$ cat src/rtl/bus_arbiter_pkg.sv
// Shared constants for the system bus arbiter: master indices and FSM states.
package bus_arbiter_pkg;

    localparam int BUS_M_FETCH = 0;
    localparam int BUS_M_LSU   = 1;
    localparam int BUS_M_DBG   = 2;

    typedef enum logic {
        BUS_ST_IDLE = 1'b0,
        BUS_ST_BUSY = 1'b1
    } bus_state_t;

endpackage

$ cat src/rtl/bus_arbiter_rr_pick.sv
// Combinational round-robin picker: first eligible master at or above rr_ptr, wrapping.
module bus_arb_rr_pick #(
    parameter int NUM_M = 3,
    parameter int IDX_W = 2
) (
    input  logic [NUM_M-1:0] eligible,
    input  logic [IDX_W-1:0] rr_ptr,
    output logic [NUM_M-1:0] winner,
    output logic [IDX_W-1:0] winner_idx,
    output logic             valid
);

    int               idx;
    logic [IDX_W-1:0] idx_sel;

    always_comb begin
        winner     = '0;
        winner_idx = '0;
        valid      = 1'b0;
        idx        = 0;
        idx_sel    = '0;
        for (int k = 0; k < NUM_M; k++) begin
            idx = int'(rr_ptr) + k;
            if (idx >= NUM_M) begin
                idx = idx - NUM_M;
            end
            idx_sel = IDX_W'(idx);
            if (!valid && eligible[idx_sel]) begin
                valid           = 1'b1;
                winner[idx_sel] = 1'b1;
                winner_idx      = idx_sel;
            end
        end
    end

endmodule

$ cat src/rtl/bus_arbiter.sv
// Round-robin arbiter sharing the memory bus between fetch, load/store and debug,
// one transaction at a time, with a wait-state timeout and a core hold flag.
module bus_arbiter
    import bus_arbiter_pkg::*;
#(
    parameter int NUM_M    = 3,
    parameter int ADDR_W   = 32,
    parameter int DATA_W   = 32,
    parameter int MAX_WAIT = 15
) (
    input  logic                    clk,
    input  logic                    rst,
    input  logic [NUM_M-1:0]        m_req_in,
    input  logic [NUM_M*ADDR_W-1:0] m_addr_in,
    input  logic [NUM_M*DATA_W-1:0] m_data_in,
    input  logic [NUM_M-1:0]        m_rw_in,
    output logic [NUM_M-1:0]        m_gnt_out,
    output logic [NUM_M-1:0]        m_ack_out,
    output logic [DATA_W-1:0]       m_data_out,
    output logic                    err_out,
    output logic                    s_req_out,
    output logic [ADDR_W-1:0]       s_addr_out,
    output logic [DATA_W-1:0]       s_data_out,
    output logic                    s_rw_out,
    input  logic [DATA_W-1:0]       s_data_in,
    input  logic                    s_ready_in,
    output logic                    hold_flag_out
);

    localparam int IDX_W = (NUM_M > 1) ? $clog2(NUM_M) : 1;
    localparam logic [7:0] LAST_WAIT = 8'(MAX_WAIT - 1);

    bus_state_t       state;
    logic [IDX_W-1:0] rr_ptr;
    logic [IDX_W-1:0] gnt_idx;
    logic [7:0]       wait_cnt;

    logic [NUM_M-1:0] eligible;
    logic [NUM_M-1:0] pick;
    logic [IDX_W-1:0] pick_idx;
    logic             pick_valid;
    logic [IDX_W-1:0] next_ptr;

    // The registered ack doubles as the one-cycle mask that stops the master
    // just served from winning again while its request is still high.
    assign eligible = m_req_in & ~m_ack_out;
    assign next_ptr = (gnt_idx == IDX_W'(NUM_M - 1)) ? '0 : gnt_idx + 1'b1;

    bus_arb_rr_pick #(
        .NUM_M (NUM_M),
        .IDX_W (IDX_W)
    ) u_pick (
        .eligible   (eligible),
        .rr_ptr     (rr_ptr),
        .winner     (pick),
        .winner_idx (pick_idx),
        .valid      (pick_valid)
    );

    always_ff @(posedge clk) begin
        if (rst) begin
            state      <= BUS_ST_IDLE;
            m_gnt_out  <= '0;
            gnt_idx    <= '0;
            rr_ptr     <= '0;
            wait_cnt   <= '0;
            m_ack_out  <= '0;
            m_data_out <= '0;
            err_out    <= 1'b0;
        end else begin
            m_ack_out <= '0;
            err_out   <= 1'b0;
            case (state)
                BUS_ST_IDLE: begin
                    if (pick_valid) begin
                        state     <= BUS_ST_BUSY;
                        m_gnt_out <= pick;
                        gnt_idx   <= pick_idx;
                        wait_cnt  <= '0;
                    end
                end
                BUS_ST_BUSY: begin
                    // A ready slave beats a simultaneous timeout.
                    if (s_ready_in || (wait_cnt == LAST_WAIT)) begin
                        state      <= BUS_ST_IDLE;
                        m_ack_out  <= m_gnt_out;
                        m_data_out <= s_ready_in ? s_data_in : '0;
                        err_out    <= ~s_ready_in;
                        m_gnt_out  <= '0;
                        rr_ptr     <= next_ptr;
                        wait_cnt   <= '0;
                    end else begin
                        wait_cnt <= wait_cnt + 8'd1;
                    end
                end
                default: state <= BUS_ST_IDLE;
            endcase
        end
    end

    assign s_req_out = (state == BUS_ST_BUSY);

    always_comb begin
        s_addr_out = '0;
        s_data_out = '0;
        s_rw_out   = 1'b0;
        for (int i = 0; i < NUM_M; i++) begin
            if (m_gnt_out[i]) begin
                s_addr_out = m_addr_in[i*ADDR_W +: ADDR_W];
                s_data_out = m_data_in[i*DATA_W +: DATA_W];
                s_rw_out   = m_rw_in[i];
            end
        end
    end

    assign hold_flag_out = |(m_req_in[BUS_M_LSU:BUS_M_FETCH] & ~m_ack_out[BUS_M_LSU:BUS_M_FETCH]);

endmodule
$ cat config.mk
export PLATFORM = sky130hd
export DESIGN_NAME = bus_arbiter
export DESIGN_NICKNAME = d
export VERILOG_FILES = /design/src/rtl/bus_arbiter_pkg.sv /design/src/rtl/bus_arbiter_rr_pick.sv /design/src/rtl/bus_arbiter.sv
export SDC_FILE = /design/constraint.sdc
export NUM_CORES = 1
export LEC_CHECK = 0
export ABC_AREA = 1
export CAP_MARGIN = 0
export CELL_PAD_IN_SITES_DETAIL_PLACEMENT = 0
export CELL_PAD_IN_SITES_GLOBAL_PLACEMENT = 1
export CORE_MARGIN = 8
export CORE_UTILIZATION = 19
export CTS_BUF_LIST = sky130_fd_sc_hd__clkbuf_2
export DETAILED_ROUTE_END_ITERATION = 12
export PLACE_DENSITY_LB_ADDON = 0.2
export SYNTH_ARGS = -nofsm -noshare
export SYNTH_HDL_FRONTEND = slang
export SYNTH_SLANG_ARGS = --single-unit
$ cat constraint.sdc
create_clock -name clk -period 2.2 [get_ports clk]
set_input_delay 0.55 -clock clk [delete_from_list [all_inputs] [get_ports clk]]
set_output_delay 0.55 -clock clk [all_outputs]
set_load 0.01 [all_outputs]
==> results.md, run 1 <==
- Gr ovfl total: 0
- Remaining DRCs: 0
- Average size of a mapped cell: 6.47 sq um
- Peak supply drop: 0.000278 V
- RePlAce Congestion: 0.910
- Slew @ Worst Pin: 0.455 ns
- Clock Path Buffers: 2
- P&R area growth vs syn: 119%
- Unrepaired setup endpoints after global routing: yes
- Cells after Synth: 546
- Violations in the final reports: negative setup slack
- P_leak: 0.00320 uW
- Met2 wire length: 11400 microns
- Layout cells sized above 1: 0.210
- Nets: 1151
- Final WS setup: -0.145 ns
- Number of buffers inserted by port buffering: 338
- Fmax achieved: 426 MHz
- Hold WC Path Type: register to register
- Die Height: 152 microns
- CTS H-tree depth: 2
- Largest net degree at the start of global routing: 33
- Top Ports: 339
- Sink Count: 52
- Yosys warns: 0
- Fin crit period: 2.35 ns
- CP endpoint kind: primary output
- CP arrival: 1.80 ns
- Max Clock Skew: 0.0236 ns
- Final Hold Fails: 0
- Clk root buf: clkbuf_2
- Final hold slack: 0.493 ns
- Cell Area, Synth: 3530 sq um
- Vias post-DR: 5257
- Max Cap Violations: 0
- WS Path Type: register to primary output
- Final number of setup-violating endpoints: 65
- Initial antenna violation count: 2
- Total Routed Length: 22300 microns
- Crit. Startpoint: m_gnt_out[1]
- Critical path required time: 1.65 ns
- Wire per inst: 19.4 microns
- Die ar.: 23200 sq um
- CTS tree: built
- Yosys reg bits: 52
- Place WS: -0.398 ns
- Finished Core Util: 0.419
- Slew Limit Fails: 0
- Initial DRC Count: 230
- GRT Total Usage: 0.179
- Vias in the first global route: 5170
- Wl on met1: 9030 microns
- Worst slew margin: 0.696
- Hold_buf cts: 0
- Post-Syn Nets: 785
- Total CTS buffers: 5
- Detail Route Antenna Nets: 0
- First-pass GRT wire length: 32800 microns
- Initial Util: 0.191
- FP Rows: 50
- Core area: 18500 sq um
- Critical path peak fanout: 5
- Critical hold path startpoint: wait_cnt[3]
- Die width: 152 microns
- Seq/Total Area, Yosys: 0.295
- Clock slew at reported path FFs: 0.28 ns
- Pwr Density: 458 nW/um^2
- Crit path launch type: register
- Pre-antenna DRT Iters: 4
- Status: finished with violations
- Final Cycle Share: 1.07
- Top Metal Used: met4
- Netlist cell types: 28
- Fin Setup TNS: -3.34 ns
- Most frequent cells in the layout: clkdlybuf4s50_1, nand2_1, o21ai_1, nand3_1
- Metal3 WL: 1610 microns
- Vias per inst: 4.56
- Clk_lat worst skew: 0.45 ns
- Most common cell after layout, fill and taps aside: clkdlybuf4s50_1
- RR Startpoint: rr_ptr[0]
- HPWL after detailed placement: 17600 microns
-- cell usage after synthesis, drive strengths merged --
master / number / area, sq um
a21oi: 9 / 48.8
a22oi: 65 / 488
buf: 19 / 97.6
clkbuf: 23 / 86.3
clkinv: 3 / 11.3
dfxtp: 52 / 1040
ha: 6 / 75.1
inv: 58 / 218
nand2: 117 / 454
nand3: 61 / 328
nand3b: 1 / 7.51
nand4: 1 / 6.26
nor2: 18 / 86.3
nor3: 2 / 10.0
o21ai: 107 / 539
xnor2: 1 / 8.76
xor2: 3 / 26.3
-- worst max-delay path: stages (launching register included) --
cell and delay, ns:
dfxtp_4 0.43, nor2_4 0.18, buf_4 0.16, clkbuf_16 0.14, buf_4 0.10, a22oi_2 0.06, o21ai_1 0.13, buf_4 0.15
-- metal layers --
metal,up-vias,global-route usage
li1,2609,-
met1,2412,0.207
met2,218,0.327
met3,18,0.0431
met4,0,0.0414
met5,-,0
-- state kept, by name, indices dropped and copies added (netlist names) --
register and flops:
wait_cnt 8, s_req_out 1, err_out 1, m_gnt_out 3, rr_ptr 2, m_ack_out 3
gnt_idx 2, m_data_out 32
-- power breakdown --
group	internal, uW	switching (uW)	total, uW
Clock	83.9	328	412
Combinational	1130	965	2100
Sequential	999	34.5	1030
Total	2210	1330	3540
-- metrics by stage --
stage          total power, uW  std cells  area, sq um
2_1_floorplan             1740        546         3530
3_3_place_gp              3020       1115         7430
3_5_place_dp              3030       1115         7430
4_1_cts                   3510       1143         7580
5_1_grt                   3750       1149         7730
6_report                  3540       1152         7740
-- area by class of cell --
| class | count | area, sq um |
|---|---|---|
| Fill cell | 1914 | 10700 |
| Timing Repair Buffer | 401 | 3840 |
| Multi-Input combinational cell | 391 | 2260 |
| Sequential cell | 52 | 1050 |
| Tap cell | 234 | 293 |
| Inverter | 61 | 229 |
| Clock buffer | 5 | 25.0 |
| Clock inverter | 3 | 22.5 |
| Antenna cell | 5 | 12.5 |
-- cells by family after synthesis --
group | Yosys count | synth area share
compound gates | 181 | 0.305
xor+xnor | 4 | 0.00992
fa+ha+maj | 6 | 0.0213
buf+inv | 103 | 0.117
flops | 52 | 0.295
simple gates | 200 | 0.253
-- what timing repair did --
| action | in CTS | in global routing |
|---|---|---|
| cloned | 3 | 1 |
| gates resized for setup | 406 | 29 |
| buffers inserted | 17 | 3 |
| pin swaps | 14 | 25 |
| setup endpoints to repair | 68 | 67 |
-- final timing paths --
check                  endpoint  cells after the start  slack (ns)
hold reg to reg     wait_cnt[3]                      2        0.49
setup reg to reg   m_gnt_out[1]                     11        0.22
hold / removal      wait_cnt[3]                      2        0.49
setup / recovery  s_data_out[0]                      7       -0.15
No activity file was read; power rests on OpenSTA's default activity.
==> inputs of run 2 (changes only) <==
--- a/config.mk
+++ b/config.mk
@@ -14,6 +14,7 @@
 export CTS_BUF_LIST = sky130_fd_sc_hd__clkbuf_2
 export DETAILED_ROUTE_END_ITERATION = 12
 export PLACE_DENSITY_LB_ADDON = 0.2
+export REMOVE_ABC_BUFFERS = 1
 export SYNTH_ARGS = -nofsm -noshare
 export SYNTH_HDL_FRONTEND = slang
 export SYNTH_SLANG_ARGS = --single-unit
==> results.md, run 2 (synthesis results as in run 1) <==
- Crit path launch type: register (unchanged)
- Fin Setup TNS: -6.94 ns (was -3.34 ns)
- GRT Total Usage: 0.183 (was 0.179)
- RePlAce Congestion: 0.871 (was 0.910)
- Most frequent cells in the layout: clkdlybuf4s50_1, nand2_1, o21ai_1, nand3_1 (unchanged)
- Final non-filler cell total: 1139 (was 1152)
- Diodes inserted: 0 (was 5)
- CP arrival: 1.82 ns (was 1.80 ns)
- HPWL after detailed placement: 17700 microns (was 17600 microns)
- Max Clock Skew: 0.0345 ns (was 0.0236 ns)
- Final Hold Fails: 0 (unchanged)
- Initial antenna violation count: 0 (was 2)
- FP Rows: 50 (unchanged)
- Pre-antenna DRT Iters: 5 (was 4)
- Unrepaired setup endpoints after global routing: yes (unchanged)
- Die Height: 152 microns (unchanged)
- Gr ovfl total: 0 (unchanged)
- Critical path required time: 1.65 ns (about the same)
- P_leak: 0.00318 uW (was 0.00320 uW)
- Met2 Use GR: 0.330 (was 0.327)
- CP endpoint kind: primary output (unchanged)
- Vias post-DR: 5202 (was 5257)
- Final number of setup-violating endpoints: 65 (unchanged)
- WS Path Type: register to primary output (unchanged)
- Core area: 18500 sq um (unchanged)
- Number of buffers inserted by port buffering: 338 (unchanged)
- CTS H-tree depth: 2 (unchanged)
- Cell Chain, Critical Path: inv_2, nor2_4, buf_12, buf_12, clkbuf_16, a22oi_1, o21ai_1, buf_2 (was nor2_4, buf_4, clkbuf_16, buf_4, a22oi_2, o21ai_1, buf_4)
- Remaining DRCs: 0 (unchanged)
- Most common cell after layout, fill and taps aside: clkdlybuf4s50_1 (unchanged)
- Layer with the highest usage: met2 (unchanged)
- Clock slew at reported path FFs: 0.30 ns (was 0.28 ns)
- Max Cap Violations: 0 (unchanged)
- Vias in the first global route: 5230 (was 5170)
- Top flop regs: m_data_out (32), wait_cnt (8) (unchanged)
- Largest net degree at the start of global routing: 45 (was 33)
- Max FFs per register: 32 (unchanged)
- Sink Count: 52 (unchanged)
- Violations in the final reports: negative setup slack (unchanged)
- CTS tree: built (unchanged)
- Fmax achieved: 422 MHz (was 426 MHz)
- Met1 usage: 0.203 (was 0.207)
- Clk_lat worst skew: 0.46 ns (was 0.45 ns)
- First-pass GRT wire length: 33500 microns (was 32800 microns)
- Critical path peak fanout: 6 (was 5)
- DP Cell Count: 1110 (was 1115)
- Pwr Density: 479 nW/um^2 (was 458 nW/um^2)
- Die ar.: 23200 sq um (unchanged)
- Detail Route Antenna Nets: 0 (unchanged)
- Initial Util: 0.191 (unchanged)
- Status: finished with violations (unchanged)
- Slew Limit Fails: 0 (unchanged)
- Place WS: -0.425 ns (was -0.398 ns)
- Wire per inst: 19.6 microns (was 19.4 microns)
- Vias per inst: 4.57 (was 4.56)
- Worst path top cell family by delay: buffers and inverters (unchanged)
- Die width: 152 microns (unchanged)
- Worst slew margin: 0.684 (was 0.696)
- Initial DRC Count: 232 (was 230)
- Clock Path Buffers: 2 (unchanged)
- Final Cycle Share: 1.08 (was 1.07)
- P&R area growth vs syn: 120% (was 119%)
- Grt met3 use: 0.0601 (was 0.0431)
- Top Ports: 339 (unchanged)
- Final WS setup: -0.172 ns (was -0.145 ns)
- Fin crit period: 2.37 ns (was 2.35 ns)
- Slew @ Worst Pin: 0.472 ns (was 0.455 ns)
- Most used cell, CP: buf_12 (was buf_4)
- Nets: 1143 (was 1151)
- Total CTS buffers: 5 (unchanged)
- Slowest stage delay, CP: 0.41 ns (was 0.43 ns)
- CP max stage cell: dfxtp_2 (was dfxtp_4)
- Peak supply drop: 0.000382 V (was 0.000278 V)
- Clk root buf: clkbuf_2 (unchanged)
- Layout cells sized above 1: 0.213 (was 0.210)
- CP Buf/Inv Count: 5 (was 4)
- Hold WC Path Type: register to register (unchanged)
- Most flops, register: m_data_out (unchanged)
- Total Routed Length: 22300 microns (about the same)
## run 2: layer usage
| metal | wire, microns | vias up |
|---|---|---|
| li1 | - | 2582 |
| met1 | 8770 | 2380 |
| met2 | 11000 | 219 |
| met3 | 2010 | 21 |
| met4 | 533 | 0 |
| met5 | 0 | - |
## run 2: worst paths after layout
kind                   from        endpoint  slack, ns  depth (start not counted)
min reg2reg  m_data_out[21]  m_data_out[21]       0.50                          2
max reg2reg       rr_ptr[0]     wait_cnt[7]       0.17                         11
max            m_gnt_out[0]  s_data_out[17]      -0.17                          8
min          m_data_out[21]  m_data_out[21]       0.50                          2
## run 2: where the power goes
group	switching [uW]	internal (uW)
Sequential	34.0	999
Clock	329	195
Combinational	997	1170
## run 2: tightest hold or removal path, cell delays in order (launching register included)
cell     delay (ns)
dfxtp_1        0.37
nand3_1        0.07
o21ai_1        0.06
## run 2: final cells by class
cell class / count / area, sq um
Clock buffer: 5 / 25.0
Clock inverter: 3 / 46.3
Fill cell: 1878 / 10700
Inverter: 61 / 229
Multi-Input combinational cell: 391 / 2310
Sequential cell: 52 / 1050
Tap cell: 234 / 293
Timing Repair Buffer: 393 / 3820
## run 2: metrics by stage
stage               instance area, sq um  hold slack (ns)  power (uW)   util
finish                              7770            0.496        3720  0.421
global route                        7770            0.511        3970  0.421
CTS                                 7540            0.497        3640  0.409
detailed placement                  7420            0.471        3070  0.402
global placement                    7420            0.458        3060  0.402
floorplan                           3350            0.446        1700      -
## run 2: what timing repair did
item                                    CTS  global route
gates cloned                              4             1
endpoints found under the setup margin   68            74
gates resized for setup                 362            65
hold endpoints to repair                  0             0
hold buffers                              0             0
buffers inserted                          6            10
pin swaps                                 3            22
==> inputs of run 3 (changes only) <==
--- a/config.mk
+++ b/config.mk
@@ -7,12 +7,10 @@
 export LEC_CHECK = 0
 export ABC_AREA = 1
 export CAP_MARGIN = 0
-export CELL_PAD_IN_SITES_DETAIL_PLACEMENT = 0
-export CELL_PAD_IN_SITES_GLOBAL_PLACEMENT = 1
-export CORE_MARGIN = 8
-export CORE_UTILIZATION = 19
+export CORE_AREA = 8 8 126 128
 export CTS_BUF_LIST = sky130_fd_sc_hd__clkbuf_2
 export DETAILED_ROUTE_END_ITERATION = 12
+export DIE_AREA = 0 0 134 136
 export PLACE_DENSITY_LB_ADDON = 0.2
 export REMOVE_ABC_BUFFERS = 1
 export SYNTH_ARGS = -nofsm -noshare
==> results.md, run 3 (synthesis results as in run 1) <==
- Largest net degree at the start of global routing: 33 (was 45)
- Die ar.: 18200 sq um (was 23200 sq um)
- Hold Path Depth: 2 (unchanged)
- Total Routed Length: 23100 microns (was 22300 microns)
- Vias post-DR: 5306 (was 5202)
- RR Startpoint: rr_ptr[0] (unchanged)
- Sink Count: 52 (unchanged)
- Critical path peak fanout: 7 (was 6)
- Unrepaired setup endpoints after global routing: yes (unchanged)
- Register area: 1050 sq um (unchanged)
- Vias in the first global route: 5130 (was 5230)
- WS Path Type: register to primary output (unchanged)
- Filler cells: 1335 (was 1878)
- Wire per inst: 21.3 microns (was 19.6 microns)
- CP endpoint kind: primary output (unchanged)
- P&R area growth vs syn: 116% (was 120%)
- Clock slew at reported path FFs: 0.30 ns (about the same)
- Critical hold path startpoint: m_data_out[9] (was m_data_out[21])
- Max Clock Skew: 0.0348 ns (was 0.0345 ns)
- Final Hold Fails: 0 (unchanged)
- Initial Util: 0.252 (was 0.191)
- Most common cell after layout, fill and taps aside: clkdlybuf4s50_1 (unchanged)
- Detail Route Antenna Nets: 0 (unchanged)
- Status: finished with violations (unchanged)
- Core area: 14000 sq um (was 18500 sq um)
- HPWL after detailed placement: 18400 microns (was 17700 microns)
- Clk_lat worst skew: 0.48 ns (was 0.46 ns)
- Total CTS buffers: 5 (unchanged)
- Clock Path Buffers: 2 (unchanged)
- Final WS setup: -0.202 ns (was -0.172 ns)
- FP Rows: 44 (was 50)
- Layout cells sized above 1: 0.208 (was 0.213)
- Reg2reg end: gnt_idx[0] (was wait_cnt[7])
- Critical path required time: 1.65 ns (about the same)
- Worst slew margin: 0.708 (was 0.684)
- Area of the multi-input gates: 2300 sq um (was 2310 sq um)
- Fin Setup TNS: -5.71 ns (was -6.94 ns)
- Max Cap Violations: 0 (unchanged)
- Remaining DRCs: 0 (unchanged)
- Peak supply drop: 0.000483 V (was 0.000382 V)
- Fmax achieved: 416 MHz (was 422 MHz)
- Slew Limit Fails: 0 (unchanged)
- CTS tree: built (unchanged)
- First-pass GRT wire length: 32300 microns (was 33500 microns)
- Initial DRC Count: 230 (was 232)
- CP arrival: 1.85 ns (was 1.82 ns)
- Crit path launch type: register (unchanged)
- Initial antenna violation count: 1 (was 0)
- Fin crit period: 2.40 ns (was 2.37 ns)
- Top Ports: 339 (unchanged)
- R2R depth: 11 (unchanged)
- Hold worst-path end: m_data_out[9] (was m_data_out[21])
- PnR Total Power: 3710 uW (was 3720 uW)
- Vias per inst: 4.89 (was 4.57)
- Top flop regs: m_data_out (32), wait_cnt (8) (unchanged)
- Die width: 134 microns (was 152 microns)
- Most frequent cells in the layout: clkdlybuf4s50_1, nand2_1, o21ai_1, nand3_1, inv_1 (was clkdlybuf4s50_1, nand2_1, o21ai_1, nand3_1)
- Final Cycle Share: 1.09 (was 1.08)
- Pre-antenna DRT Iters: 5 (unchanged)
- Hold WC Path Type: register to register (unchanged)
- Pwr Density: 486 nW/um^2 (was 479 nW/um^2)
- Number of buffers inserted by port buffering: 338 (unchanged)
- RePlAce Congestion: 0.961 (was 0.871)
- Reg2Reg Setup Slack: 0.24 ns (was 0.17 ns)
- Violations in the final reports: negative setup slack (unchanged)
- Max FFs per register: 32 (unchanged)
- Nets: 1138 (was 1143)
- Slew @ Worst Pin: 0.437 ns (was 0.472 ns)
- Final number of setup-violating endpoints: 64 (was 65)
- Die Height: 136 microns (was 152 microns)
- CTS H-tree depth: 2 (unchanged)
- Hold_buf cts: 0 (unchanged)
- Clk root buf: clkbuf_2 (unchanged)
- P_leak: 0.00315 uW (was 0.00318 uW)
- Final hold slack: 0.500 ns (was 0.496 ns)
- Diodes inserted: 0 (unchanged)
- Most flops, register: m_data_out (unchanged)
- Gr ovfl total: 0 (unchanged)
- GRT Total Usage: 0.231 (was 0.183)
-- run 3: cell types whose count changed in the layout (fill, tap and decap cells not counted), sizes merged --
cell           change
dlygate4sd2        +1
clkdlybuf4s50      -1
buf                -5
-- run 3: final cells by class --
| class | instances | share of cell area |
|---|---|---|
| Timing Repair Buffer | 388 | 0.492 |
| Multi-Input combinational cell | 391 | 0.301 |
| Sequential cell | 52 | 0.138 |
| Tap cell | 184 | 0.0302 |
| Inverter | 61 | 0.0300 |
| Clock inverter | 3 | 0.00607 |
| Clock buffer | 5 | 0.00328 |
-- run 3: how the worst max path moves through the flow --
stage / startpoint / end / slack (ns) / cells after the start
2_1_floorplan: m_gnt_out[1] / s_addr_out[0] / -2.00 / 3
3_3_place_gp: m_data_in[46] / s_data_out[14] / -0.44 / 5
3_5_place_dp: m_data_in[46] / s_data_out[14] / -0.42 / 5
4_1_cts: m_gnt_out[0] / s_addr_out[14] / -0.28 / 9
5_1_grt: m_gnt_out[0] / s_data_out[4] / -0.31 / 8
6_report: m_gnt_out[0] / s_data_out[4] / -0.20 / 8
-- run 3: layer usage --
metal / track usage / vias up / part of all wire
li1: - / 2577 / -
met4: 0.0412 / 2 / 0.014
met1: 0.272 / 2440 / 0.38
met2: 0.380 / 262 / 0.48
met5: 0 / - / 0.00052
met3: 0.108 / 25 / 0.13
-- run 3: power by group --
part	leakage, uW	total, uW	switching (uW)	internal (uW)
registers	0.000425	1030	35.5	999
clock network	0.0000396	526	330	195
logic	0.00268	2150	1020	1130
total	0.00315	3710	1380	2320
-- run 3: timing repair --
item                                    CTS  global route
endpoints found under the setup margin   68            65
gates cloned                              3             1
resized for setup                       400            45
pin swaps                                11            26
setup buffers                            12             9
-- run 3: stage by stage --
step	utilization	cells	instance area [sq um]	setup WS, ns
detailed placement	0.518	1054	7280	-0.417
CTS	0.529	1077	7430	-0.277
floorplan	-	504	3350	-2.00
global route	0.543	1084	7630	-0.306
finish	0.543	1084	7630	-0.202
global placement	0.518	1054	7280	-0.440
-- run 3: critical path, cell delays in order (launching register included) --
cell	delay, ns
dfxtp_2	0.42
inv_2	0.06
nor2_4	0.09
buf_12	0.15
buf_12	0.13
buf_12	0.11
a22oi_2	0.05
o21ai_2	0.23
buf_6	0.15
